[src/rtl/rom_port_arbiter.sv]
// rom_port_arbiter: round-robin share of a dual-lane (even/odd byte) ROM
// between instruction fetch (port 0) and data load (port 1).
module rom_port_arbiter #(
  parameter int unsigned SIZE    = 2048,
  parameter logic [15:0] ROMBASE = 16'h4000
) (
  input  logic        clk,
  input  logic        reset,
  input  logic        req0,
  input  logic        req1,
  input  logic [15:0] addr0,
  input  logic [15:0] addr1,
  input  logic        word0,
  input  logic        word1,
  output logic        gnt0,
  output logic        gnt1,
  output logic        valid0,
  output logic        valid1,
  output logic [15:0] data0,
  output logic [15:0] data1,
  output logic        err0,
  output logic        err1,
  output logic [14:0] read_addr_even,
  output logic [14:0] read_addr_odd,
  input  logic [7:0]  read_data_even,
  input  logic [7:0]  read_data_odd
);

  localparam logic [16:0] LO = {1'b0, ROMBASE};
  localparam logic [16:0] HI = 17'(ROMBASE) + 17'(SIZE) - 17'd1;

  logic        last_q, last_d;
  logic [14:0] even_q, even_d;
  logic [14:0] odd_q, odd_d;
  logic        tv_q, tv_d;
  logic        town_q, town_d;
  logic        ta0_q, ta0_d;
  logic        tword_q, tword_d;
  logic        terr_q, terr_d;

  logic        any_gnt;
  logic        sel;
  logic [15:0] a;
  logic        w;
  logic [14:0] wi;
  logic [16:0] a17;
  logic [16:0] a17p1;
  logic        in_rng;

  logic [7:0]  lo_b;
  logic [7:0]  hi_b;
  logic [15:0] rdata;
  logic        rv;

  // last_q names the port granted most recently; the other one wins a tie
  always_comb begin
    gnt0 = 1'b0;
    gnt1 = 1'b0;
    if (!reset) begin
      gnt0 = req0 & (~req1 | last_q);
      gnt1 = req1 & (~req0 | ~last_q);
    end
  end

  assign any_gnt = gnt0 | gnt1;
  assign sel     = gnt1;
  assign a       = sel ? addr1 : addr0;
  assign w       = sel ? word1 : word0;
  assign wi      = a[15:1];
  assign a17     = {1'b0, a};
  assign a17p1   = a17 + 17'd1;

  // 17-bit compare keeps 16'hFFFF+1 from wrapping back into the window
  assign in_rng = (a17 >= LO) && (a17 <= HI)
                  && (!w || (a17p1 <= HI));

  always_comb begin
    last_d  = last_q;
    even_d  = even_q;
    odd_d   = odd_q;
    tv_d    = any_gnt;
    town_d  = sel;
    ta0_d   = a[0];
    tword_d = w;
    terr_d  = ~in_rng;
    if (any_gnt) begin
      last_d = sel;
      odd_d  = wi;
      even_d = a[0] ? wi + 15'd1 : wi;
    end
  end

  assign read_addr_even = even_d;
  assign read_addr_odd  = odd_d;

  always_ff @(posedge clk) begin
    if (reset) begin
      last_q  <= 1'b1;
      even_q  <= '0;
      odd_q   <= '0;
      tv_q    <= 1'b0;
      town_q  <= 1'b0;
      ta0_q   <= 1'b0;
      tword_q <= 1'b0;
      terr_q  <= 1'b0;
    end else begin
      last_q  <= last_d;
      even_q  <= even_d;
      odd_q   <= odd_d;
      tv_q    <= tv_d;
      town_q  <= town_d;
      ta0_q   <= ta0_d;
      tword_q <= tword_d;
      terr_q  <= terr_d;
    end
  end

  // odd start address puts the low byte on the odd lane
  always_comb begin
    lo_b   = ta0_q ? read_data_odd : read_data_even;
    hi_b   = ta0_q ? read_data_even : read_data_odd;
    rdata  = terr_q ? 16'hFFFF
                    : {(tword_q ? hi_b : 8'h00), lo_b};
    rv     = tv_q & ~reset;
    valid0 = rv & ~town_q;
    valid1 = rv & town_q;
    data0  = valid0 ? rdata : 16'h0000;
    data1  = valid1 ? rdata : 16'h0000;
    err0   = valid0 & terr_q;
    err1   = valid1 & terr_q;
  end

endmodule

[config.mk]
export PLATFORM = sky130hd
export DESIGN_NAME = rom_port_arbiter
export DESIGN_NICKNAME = d
export VERILOG_FILES = /design/src/rtl/rom_port_arbiter.sv
export SDC_FILE = /design/constraint.sdc
export NUM_CORES = 1
export LEC_CHECK = 0
export BUFFER_PORTS_ARGS = -buffer_cell sky130_fd_sc_hd__clkbuf_2
export CAP_MARGIN = 20
export CORE_MARGIN = 1.5
export CORE_UTILIZATION = 52
export CTS_CLUSTER_DIAMETER = 40
export DETAILED_ROUTE_END_ITERATION = 16
export PLACE_DENSITY = 0.93
export SYNTH_ARGS = -nofsm -noshare
export SYNTH_HDL_FRONTEND = slang
export SYNTH_SLANG_ARGS = --single-unit
[constraint.sdc]
create_clock -name clk -period 7.6 [get_ports clk]
set_clock_uncertainty 0.2 [all_clocks]
set_input_delay 0.38 -clock clk [delete_from_list [all_inputs] [get_ports clk]]
set_output_delay 0.38 -clock clk [all_outputs]
set_load 0.02 [all_outputs]
## Yosys cells after proc, flatten, opt, wreduce, memory -nomap -nowiden

Cells that the tools add are included.

| word-level totals | value |
|---|---|
| bits in registers | 36 |
| output and inout port bits | 68 |

| cells by class | value |
|---|---|
| $add $sub $neg | 2 |
| order comparisons | 3 |
| muxes and demuxes | 13 |
| bitwise operators | 16 |
| reductions and logical operators | 4 |

Operators by type and width:

| cell | count |
|---|---|
| 16-bit two-way mux | 4 |
| 15-bit two-way mux | 3 |
| 8-bit two-way mux | 3 |
| 16-bit by 1-bit adder with 17-bit output, second input constant | 1 |
| 17-bit by 15-bit less-or-equal comparator with 1-bit output, second input constant | 1 |
| 16-bit by 15-bit greater-or-equal comparator with 1-bit output, second input constant | 1 |
| 16-bit by 15-bit less-or-equal comparator with 1-bit output, second input constant | 1 |
| 15-bit by 1-bit adder with 15-bit output, second input constant | 1 |
| 1-bit bitwise AND | 7 |
| 1-bit inverter | 6 |
| 1-bit two-way mux | 3 |
| 1-bit OR | 3 |
| 1-bit logical AND | 2 |
| 1-bit logical NOT | 1 |
| 1-bit logical OR | 1 |

## Logic depth before layout (Yosys ltp)

Gate-level depths: netlist of the first run.

| depth | value |
|---|---|
| word-level depth | 10 |
| depth in mapped cells | 14 |
| mapped depth without buffers | 12 |

## Least setup slack after synthesis of the first run

No wires, ideal clock.

| timing path | value |
|---|---|
| path kind | input port to output port |
| start point | input port req0 |
| end point | output port read_addr_even[14] |
| data arrival time | 2761 ps |
| data required time | 7020 ps |
| slack | 4259 ps |
| stages on the path | 13 |
| path buffers | 2 |
| cells stage by stage | nand2_1 -> clkbuf_1 -> nand3_1 -> and2_1 -> inv_1 -> ha_1 -> clkbuf_1 -> and3_1 -> nor2b_1 -> a22oi_1 -> nor3b_1 -> xnor2_1 -> o21ai_0 |

| between the ends | value |
|---|---|
| word-level cells in the longest chain between the ends | 8 |
| elaborated cells on any way between the ends | 11 |
| those cells by class | add/sub: 1; mux: 5; bitwise: 5 |

RTL lines:

| what | line | text |
|---|---|---|
| from (decl) | 9 | `input logic req0,` |
| 1-bit inverter | 61 | `gnt1 = req1 & (~req0 \| ~last_q);` |
| 1-bit OR | 61 |  |
| 1-bit bitwise AND | 61 |  |
| 1-bit two-way mux | 59 | `if (!reset) begin` |
| 16-bit two-way mux | 67 | `assign a = sel ? addr1 : addr0;` |
| 15-bit by 1-bit adder with 15-bit output | 89 | `even_d = a[0] ? wi + 15'd1 : wi;` |
| 15-bit two-way mux | 89 |  |
| 15-bit two-way mux (*) | 86 | `if (any_gnt) begin` |
| to (decl) | 23 | `output logic [14:0] read_addr_even,` |

Mark *: on every way between the ends. The rest lies on a longest branch, timed or not.

## Final worst setup path of the first run

| timing path | value |
|---|---|
| start point | input port req1 |
| end point | output port read_addr_even[13] |

| between the ends | value |
|---|---|
| word-level cells in the longest chain between the ends | 6 |
| elaborated cells on any way between the ends | 11 |
| those cells by class | add/sub: 1; mux: 5; bitwise: 5 |

RTL lines:

| what | line | text |
|---|---|---|
| from (decl) | 10 | `input logic req1,` |
| 1-bit bitwise AND or 1-bit inverter (tied branches) | 61, 60 |  |
| 1-bit two-way mux or 1-bit OR (tied branches) | 59, 60 |  |
| 16-bit two-way mux or 1-bit bitwise AND (tied branches) | 67, 60 |  |
| 15-bit by 1-bit adder with 15-bit output or 1-bit two-way mux (tied branches) | 89, 59 |  |
| 15-bit two-way mux or 1-bit OR (tied branches) | 89, 65 |  |
| 15-bit two-way mux (*) | 86 |  |

Marks and branches as above.

==> results of run 1 <==
==> per-stage QoR <==
| stage | worst slack [ps] | cells |
|---|---|---|
| 2_1_floorplan | 4260 | 413 |
| 6_report | 3410 | 588 |
| 4_1_cts | 3490 | 588 |
| 3_5_place_dp | 3480 | 580 |
| 5_1_grt | 3180 | 588 |
| 3_3_place_gp | 3600 | 580 |
==> cell families after synthesis <==
| kind of cell | count (synthesis) | share of synthesized area [%] |
|---|---|---|
| AOI/OAI and AO/OA | 97 | 21.6 |
| xor gates and xnor gates | 12 | 3.66 |
| adders and majority gates | 3 | 1.31 |
| buffers and inverters | 40 | 5.84 |
| DFF | 36 | 25.1 |
| muxes | 20 | 7.40 |
| and+or+nand+nor | 205 | 35.1 |
==> cell type report <==
| type | instances | share of cell area (%) |
|---|---|---|
| Clock buffer | 7 | 2.43 |
| Multi-Input combinational cell | 337 | 55.9 |
| Timing Repair Buffer | 122 | 17.2 |
| Tap cell | 70 | 2.46 |
| Sequential cell | 36 | 20.2 |
| Inverter | 15 | 1.58 |
| Clock inverter | 1 | 0.211 |
==> sequential cells by signal, indices dropped and copies added (netlist names) <==
signal   flops
tword_q      1
terr_q       1
ta0_q        1
town_q       1
even_q      15
tv_q         1
odd_q       15
last_q       1
==> power breakdown <==
| group | internal (µW) | leakage, µW | switching [µW] |
|---|---|---|---|
| Combinational | 65.7 | 0.00132 | 121 |
| Clock | 73.7 | 0.0000445 | 72.1 |
| Sequential | 201 | 0.000296 | 9.23 |
==> worst max-delay path: stages <==
cell,delay [ps]
clkbuf_2,140
nor2b_2,500
nand2_1,480
inv_1,790
mux2i_1,350
or4_1,580
nand3_1,140
nand2_1,70
clkbuf_2,150
==> path summary, 6_finish.rpt <==
check	startpoint	to	slack [ps]	cells after the start
setup / recovery	req1	read_addr_even[13]	3410	9
hold / removal	reset	even_q[13]	160	2
hold reg to reg	even_q[13]	even_q[13]	270	2
setup reg to reg	last_q	terr_q	3820	8
==> metal layers <==
metal,global-route usage (%),vias to the layer above,wire [µm]
met2,58.2,189,4540
met4,13.1,0,390
met3,8.57,44,781
met1,33.5,1529,3620
met5,0,-,0
li1,-,1650,-
==> synthesized netlist by cell type (2+ instances only) <==
library cell	n	area, µm²
a211o_1	2	17.5
a211oi_1	9	67.6
a21oi_1	20	100
a22o_1	3	26.3
a22oi_1	4	30.0
a31oi_1	3	18.8
a32oi_1	3	26.3
and2_1	33	206
and3_1	2	12.5
buf_2	4	20.0
clkbuf_1	18	67.6
dfxtp_1	36	721
ha_1	3	37.5
inv_1	14	52.6
mux2_2	10	113
mux2i_1	10	100
nand2_1	61	229
nand2b_1	3	18.8
nand3_1	17	85.1
nand4_1	8	50.1
nor2_1	51	191
nor2b_1	9	56.3
nor3_1	7	35.0
nor4_1	2	12.5
nor4b_1	2	17.5
o2111ai_1	2	17.5
o211ai_1	4	30.0
o21ai_0	31	155
o21ai_1	2	10.0
o31a_1	2	17.5
o31ai_1	2	15.0
o41ai_1	2	17.5
or4_1	2	15.0
xnor2_1	9	78.8
xor2_1	3	26.3
==> out/results.tsv, run 1 <==
stage	metric	value	unit
status	status	finished, final reports clean	
floorplanning	dieArea	0.00598	mm²
global_routing	grt_max_degree	40	
routing	dr.pass1.iters	5	
layout	area_delta_synth_final	23.9	%
clock_network	cts_resized	0	
routing	drt_iter0_drc	203	
power_and_ir_drop	peakVddDrop	0.0000987	V
layout	fillers	477	
timing	setup_tns	0	ps
clock_network	cts_buffers	5	
floorplanning	std_cell_rows	26	
layout	seq_area	721	µm²
power_and_ir_drop	p_per_area	153	mW/mm²
routing	via_per_inst	5.80	
floorplanning	die_x	77.3	µm
placement	port_buffers	121	
setup_path	startpoint_type	primary input	
layout	stdcell_area	0.00356	mm²
timing	hold_viol_final	0	
global_routing	overflow	0	
synth	ys_ff_latch	36	
synth	syn-instance-count	413	
setup_path	crit_path_end_kind	primary output	
layout	drive_gt1_share	28.2	%
floorplanning	design.portCount	122	
routing	wl	9330	µm
power_and_ir_drop	power.total	543	µW
clock_network	clock_sinks	36	
placement	hpwl	7360	µm
layout	mostFrequentLayoutCell	clkbuf_2	
clock_network	cts_tree	built	
synth	synth_edf_count	0	
clock_network	clock_path_buffers	2	
synth	ys.flop_type	dfxtp_1	
timing	hold_ws	159	ps
timing	layout_min_cycle_time	4190	ps
global_routing	grt.total_usage	31.6	%
timing	tightest_slew	862	ps
placement	place_area	0.00347	mm²
placement	gp_congestion	0.999	
global_routing	grt_pass1_vias	3211	
layout	final_util	68.4	%
worst_hold_path	hold_path.class	in2reg	
routing	drc	0	
floorplanning	die_y	77.3	µm
clock_network	clk_latency	290	ps
run	cap_viol_max_count	0	
timing	setup_violations	0	
clock_network	ctsHoldBuffers	0	
synth	ys_types	55	
timing	fmax	0.239	GHz
setup_path	cp.required	7020	ps
setup_path	arrival	3610	ps
setup_path	critical_path.max_fanout	23	
synth	postSynthAreaPerCell	6.96	µm²
global_routing	antenna_found_initial	0	
power_and_ir_drop	p_leak	0.00166	µW
clock_network	clk_pin_slew	80	ps
clock_network	post_cts_buffers	0	
setup_path	worstSetupPathType	in2out	
routing	routedWlPerCell	15.9	µm
routing	vias	3412	
layout	fin_nets	574	
synth	synthesis.area	0.00287	mm²
synth	yosys_warnings	0	
timing	fin_crit_sh	55.1	%
timing	slew_headroom	42.5	%
clock_network	root_buffer	clkbuf_8	
layout	multi_input_area	0.00199	mm²
timing	drv_slew	0	
timing	rsz0062_at_grt	no	
layout	antenna_cells	0	
floorplanning	core	0.00520	mm²
synth	synth_nets	470	
global_routing	grt_pass1_wl	15200	µm
synth	seq_area_frac_synth	25.1	%
synth	synthArstFlopShare	0	%
clock_network	htreeDepth	2	
routing	postRouteAntennaNets	0	
layout	mostFrequentLayoutCells	clkbuf_2, nand2_1, nor2_1, dfxtp_1, and2_1	
floorplanning	start_util	55.2	%
No activity file was read; power rests on OpenSTA's default activity.
==> run 2, diff against run 1 <==
- ABC_AREA: default -> 1
- CORE_UTILIZATION: 52 -> 45
- PLACE_DENSITY: 0.93 -> 0.85
- clock period: 7.6 -> 3.85 ns (I/O delays scaled with it)
==> run 2 against run 1 <==
Critical endpoint unchanged. Flip-flop and latch count unchanged. Core utilization down 11 points. Total power increased by 110%. Synthesized cell count increased by 30%. Worst hold slack worse by 99 ps. Sequential power rose by 99%. First-iteration DRC count up 20%. Critical path type is now reg2out. Cell count is 23% higher. Via count increased by 7.9%. Non-clock buffer count up 2.
==> out/results.tsv, run 2 <==
stage	metric	value	unit
status	status	finished, final reports clean	
placement	hpwl	7110	µm
synth	synth_edf_count	0	
routing	drc	0	
worst_hold_path	worstHoldEndpoint	tword_q	
layout	stdcell_area	0.00369	mm²
power_and_ir_drop	p_sw_share	39.4	%
synth	synthAdderAreaFrac	1.25	%
layout	mostFrequentLayoutCell	nand2_1	
floorplanning	std_cell_rows	29	
floorplanning	core	0.00639	mm²
synth	yosysMostFrequentCell	nand2_1	
synth	yosys_warnings	0	
routing	routedWlPerCell	12.2	µm
power_and_ir_drop	p_per_area	304	mW/mm²
setup_path	cp_cell_sequence	nand2_2 -> nand3_4 -> o21ai_1 -> nand2_1 -> nor2_4 -> nand3_1 -> o31ai_2 -> clkbuf_2	
synth	syn-instance-count	535	
power_and_ir_drop	switchingPower	442	µW
synth	ys.flop_type	dfxtp_1	
synth	synthSimpleGateAreaFrac	47.1	%
global_routing	grt.total_usage	24.8	%
layout	drive_gt1_share	24.1	%
synth	synth_top_family_by_area	simple AND/OR/NAND/NOR gates	
synth	synthTopCellsByCount	nand2_1, nor2_1, inv_1	
global_routing	antenna_found_initial	0	
floorplanning	dieArea	0.00718	mm²
power_and_ir_drop	peakVddDrop	0.000232	V
clock_network	clock_path_buffers	2	
layout	area_delta_synth_final	22.8	%
timing	slew_headroom	51.2	%
power_and_ir_drop	power.total	1120	µW
timing	tightest_slew	724	ps
clock_network	cts_resized	0	
setup_path	cp.required	3460	ps
synth	synthesis.area	0.00301	mm²
worst_hold_path	hold_depth	3	
floorplanning	die_y	84.7	µm
placement	dpl_worst_slack	835	ps
setup_path	cpPeakStageDelay	490	ps
global_routing	overflow	0	
setup_path	r2r_cells	17	
power_and_ir_drop	p_comb_share	38.4	%
power_and_ir_drop	p_leak	0.00214	µW
floorplanning	design.portCount	122	
setup_path	startpoint_type	flip-flop	
timing	hold_viol_final	0	
power_and_ir_drop	p_int	681	µW
timing	fmax	0.311	GHz
placement	gp_congestion	0.924	
timing	rsz0062_at_grt	no	
synth	synth_top_area_share	24.0	%
placement	port_buffers	121	
worst_hold_path	hold_path.class	in2reg	
routing	drt_iter0_drc	243	
synth	seq_area_frac_synth	24.0	%
timing	hold_ws	59.7	ps
synth	postSynthAreaPerCell	5.62	µm²
synth	yosys-top-cells-area	dfxtp_1, nand2_1, nor2_1	
clock_network	htreeDepth	2	
clock_network	clk_pin_slew	70	ps
synth	yosys.area.top_type	dfxtp_1	
routing	dr.pass1.iters	5	
setup_path	worstSetupPathType	reg2out	
clock_network	cts_buffers	5	
routing	vias	3683	
layout	fin_nets	700	
synth	synth_compound_area_share	13.5	%
setup_path	r2r-end	terr_q	
timing	fin_crit_sh	83.5	%
setup_path	r2r_setup_slack	740	ps
setup_path	arrival	2820	ps
timing	drv_slew	0	
layout	mostFrequentLayoutCells	nand2_1, clkbuf_2, nor2_1, inv_1, nand3_1	
routing	wl	8770	µm
layout	antenna_cells	0	
run	cap_viol_max_count	0	
power_and_ir_drop	sequentialPowerShare	37.1	%
synth	ys_types	35	
timing	setup_tns	0	ps
clock_network	ctsHoldBuffers	0	
setup_path	critical_path.max_fanout	28	
clock_network	post_cts_buffers	0	
placement	place_area	0.00360	mm²
floorplanning	start_util	47.1	%
clock_network	root_buffer	clkbuf_8	
timing	worst_slack	635	ps
synth	synth_mux_area_share	0.333	%
timing	layout_min_cycle_time	3220	ps
synth	ys_ff_latch	36	
timing	setup_violations	0	
layout	fillers	643	
clock_network	cts_tree	built	
routing	postRouteAntennaNets	0	
worst_hold_path	hold_start	word0	
setup_path	timing.rr.start	last_q	
synth	synth_nets	592	
synth	synthArstFlopShare	0	%
global_routing	grt_max_degree	29	
routing	via_per_inst	5.11	
global_routing	grt_pass1_vias	3290	
synth	synthXorXnorAreaFrac	0	%
power_and_ir_drop	clockPowerShare	24.5	%
setup_path	cp_slowest_cell	o21ai_1	
clock_network	clock_sinks	36	
global_routing	grt_pass1_wl	14500	µm
setup_path	crit_path_end_kind	primary output	
floorplanning	die_x	84.7	µm
clock_network	clk_latency	290	ps
layout	largest_registers	even_q: 15 flops, odd_q: 15 flops	
-- run 2: critical path: cells and delay by family (launching register included) --
kind                   cells  cell delay [ps]
AO/OA/AOI/OAI              2              770
buffers and inverters      1              230
AND/OR/NAND/NOR            5             1210
flip-flops                 1              320
-- run 2: logic make-up (layout without fill, tap and decap cells) --
logic type	after synthesis	after routing
buffers and inverters	99	208
AOI/OAI and AO/OA	70	70
muxes	1	1
and+or+nand+nor	326	326
DFF	36	36
adders and majority gates	3	3
-- run 2: worst max-delay path by stage --
stage / startpoint / endpoint / depth (start not counted)
6_report: last_q / read_addr_even[13] / 8
5_1_grt: last_q / read_addr_even[12] / 17
4_1_cts: last_q / read_addr_even[12] / 17
3_5_place_dp: last_q / terr_q / 17
3_3_place_gp: last_q / terr_q / 18
2_1_floorplan: last_q / terr_q / 19
-- run 2: final cells by class --
type                    instances  area [µm²]  area share, %
multi-input cells             400        1870           50.6
inverters                      76         285           7.72
clock buffers                   6        82.6           2.24
repair buffers                124         628           17.0
clock inverters                 2        10.0          0.271
well taps                      77        96.3           2.61
flip-flops and latches         36         721           19.5
-- run 2: routing by layer --
layer	part of all wire [%]	routed length (µm)	global-route usage [%]	up-vias
met5	0	0	0	-
met4	3.0	263	7.77	0
met1	43	3780	30.8	1634
li1	-	-	-	1893
met3	5.6	495	3.93	23
met2	48	4230	43.7	133
-- run 2: power groups by stage --
stage               registers [µW]  logic, µW  clock network, µW
finish                         417        431                275
global route                   421        478                300
CTS                            417        431                282
detailed placement             425        429                  0
global placement               424        422                  0
floorplan                      416        307                  0
-- run 2: per-stage QoR --
step	util (%)	std cells
detailed placement	56.4	713
global placement	56.4	713
floorplan	-	535
finish	57.8	721
global route	57.8	721
CTS	57.8	721
==> run 3, diff against run 2 <==
- clock period: 3.85 -> 2.75 ns (I/O delays scaled with it)
==> run 3 against run 2 <==
Register-to-register slack lost 570 ps. Clock power grew 28%. Die area is the same. Routed wire length grew 12%. Core utilization up 5.0 points. Count of clock-buffer cells in the layout unchanged. Worst hold slack lost 33 ps. Highest routed layer unchanged.
==> out/results.tsv, run 3 (same netlist as run 2, synthesis figures left out) <==
stage	metric	value	unit
status	status	finished, final reports clean	
timing	tightest_slew	582	ps
clock_network	clock_sinks	36	
routing	via_per_inst	5.19	
routing	wl	9840	µm
clock_network	clk_pin_slew	70	ps
placement	port_buffers	121	
power_and_ir_drop	peakVddDrop	0.000408	V
layout	largest_registers	even_q: 15 flops, odd_q: 15 flops	
timing	fin_crit_sh	97.8	%
layout	mostFrequentLayoutCell	nand2_1	
layout	finalNonFillerCells	745	
clock_network	clk_latency	280	ps
clock_network	clock_path_buffers	2	
global_routing	grt_pass1_vias	3407	
timing	setup_violations	0	
setup_path	arrival	2350	ps
floorplanning	dieArea	0.00718	mm²
routing	vias	3863	
global_routing	grt_max_degree	30	
layout	fin_nets	725	
global_routing	grt.total_usage	25.9	%
timing	hold_viol_final	0	
global_routing	overflow	0	
timing	fmax	0.372	GHz
worst_hold_path	hold_depth	4	
floorplanning	die_y	84.7	µm
global_routing	antenna_found_initial	0	
setup_path	startpoint_type	flip-flop	
timing	slew_headroom	61.2	%
run	cap_viol_max_count	0	
clock_network	cts_buffers	5	
setup_path	critical_path.max_fanout	8	
clock_network	cts_tree	built	
timing	layout_min_cycle_time	2690	ps
floorplanning	design.portCount	122	
clock_network	htreeDepth	2	
routing	routedWlPerCell	13.2	µm
power_and_ir_drop	p_per_area	403	mW/mm²
power_and_ir_drop	power.total	1620	µW
power_and_ir_drop	p_leak	0.00227	µW
floorplanning	die_x	84.7	µm
placement	hpwl	7720	µm
global_routing	grt_pass1_wl	15300	µm
worst_hold_path	hold_path.class	in2reg	
routing	drt_iter0_drc	324	
floorplanning	std_cell_rows	29	
layout	mostFrequentLayoutCells	nand2_1, clkbuf_2, nor2_1, inv_1, nand3_1	
floorplanning	start_util	47.1	%
placement	dp.cells	727	
setup_path	r2r_cells	18	
floorplanning	core	0.00639	mm²
routing	postRouteAntennaNets	0	
layout	area_delta_synth_final	33.5	%
routing	drc	0	
layout	drive_gt1_share	29.8	%
clock_network	root_buffer	clkbuf_8	
timing	rsz0062_at_grt	yes	
layout	antenna_cells	0	
placement	gp_congestion	0.948	
timing	setup_tns	0	ps
timing	drv_slew	0	
setup_path	cp.required	2410	ps
setup_path	crit_path_end_kind	primary output	
setup_path	worstSetupPathType	reg2out	
routing	dr.pass1.iters	5	
setup_path	r2r_setup_slack	170	ps
-- run 3: final cells by class --
cell class,instances,area [µm²]
inverter,76,288
clock buffer,6,72.6
tap,77,96.3
sequential,36,722
fill,615,2370
timing repair buffer,149,848
multi-input combinational,400,1980
clock inverter,1,5.00
-- run 3: critical path, stage by stage, from the launching register on --
cell and delay [ps]:
dfxtp_2 340, nand2_4 90, nand3_4 150, nand2_2 150, nand2_1 80, buf_4 160
nor2_2 150, nand3_4 120, nor2_4 170, nand2_2 100, o21ai_2 140, o211ai_1 110
o21ai_1 130, buf_4 180
-- run 3: path summary, 6_finish.rpt --
| check | end | from |
|---|---|---|
| worst max register to register | terr_q | last_q |
| worst max-delay path | read_addr_even[9] | last_q |
| worst min register to register | odd_q[13] | odd_q[13] |
| worst min-delay path | town_q | req0 |
-- run 3: report_power, final --
| group | internal, µW | leakage [µW] | switching (µW) |
|---|---|---|---|
| clock | 172 | 0.0000410 | 179 |
| sequential | 564 | 0.000297 | 18.7 |
| combinational | 235 | 0.00193 | 447 |
-- run 3: what timing repair did --
action                     in CTS  in global routing
hold endpoints to repair        1                  0
setup endpoints to repair       4                 12
pin swaps                       2                 11
resized for setup               1                 44
hold buffers                    2                  0
setup buffers                   2                  7
-- run 3: layer usage --
layer	track usage (%)	wire (µm)	vias to the layer above
met5	0	0	-
met4	7.48	291	0
met3	4.82	645	27
met2	45.4	4850	166
met1	32.3	4050	1730
li1	-	-	1940
-- run 3: metrics by stage --
step                      cell area [µm²]  hold slack [ps]  util [%]  worst slack (ps)
after floorplan                      3010              101         -               224
after global placement               3710              223      58.0               149
after detailed placement             3710              235      58.0              79.1
after CTS                            3820             42.5      59.9              5.86
after global routing                 4010             34.6      62.8             -47.2
final                                4010             26.5      62.8              61.4
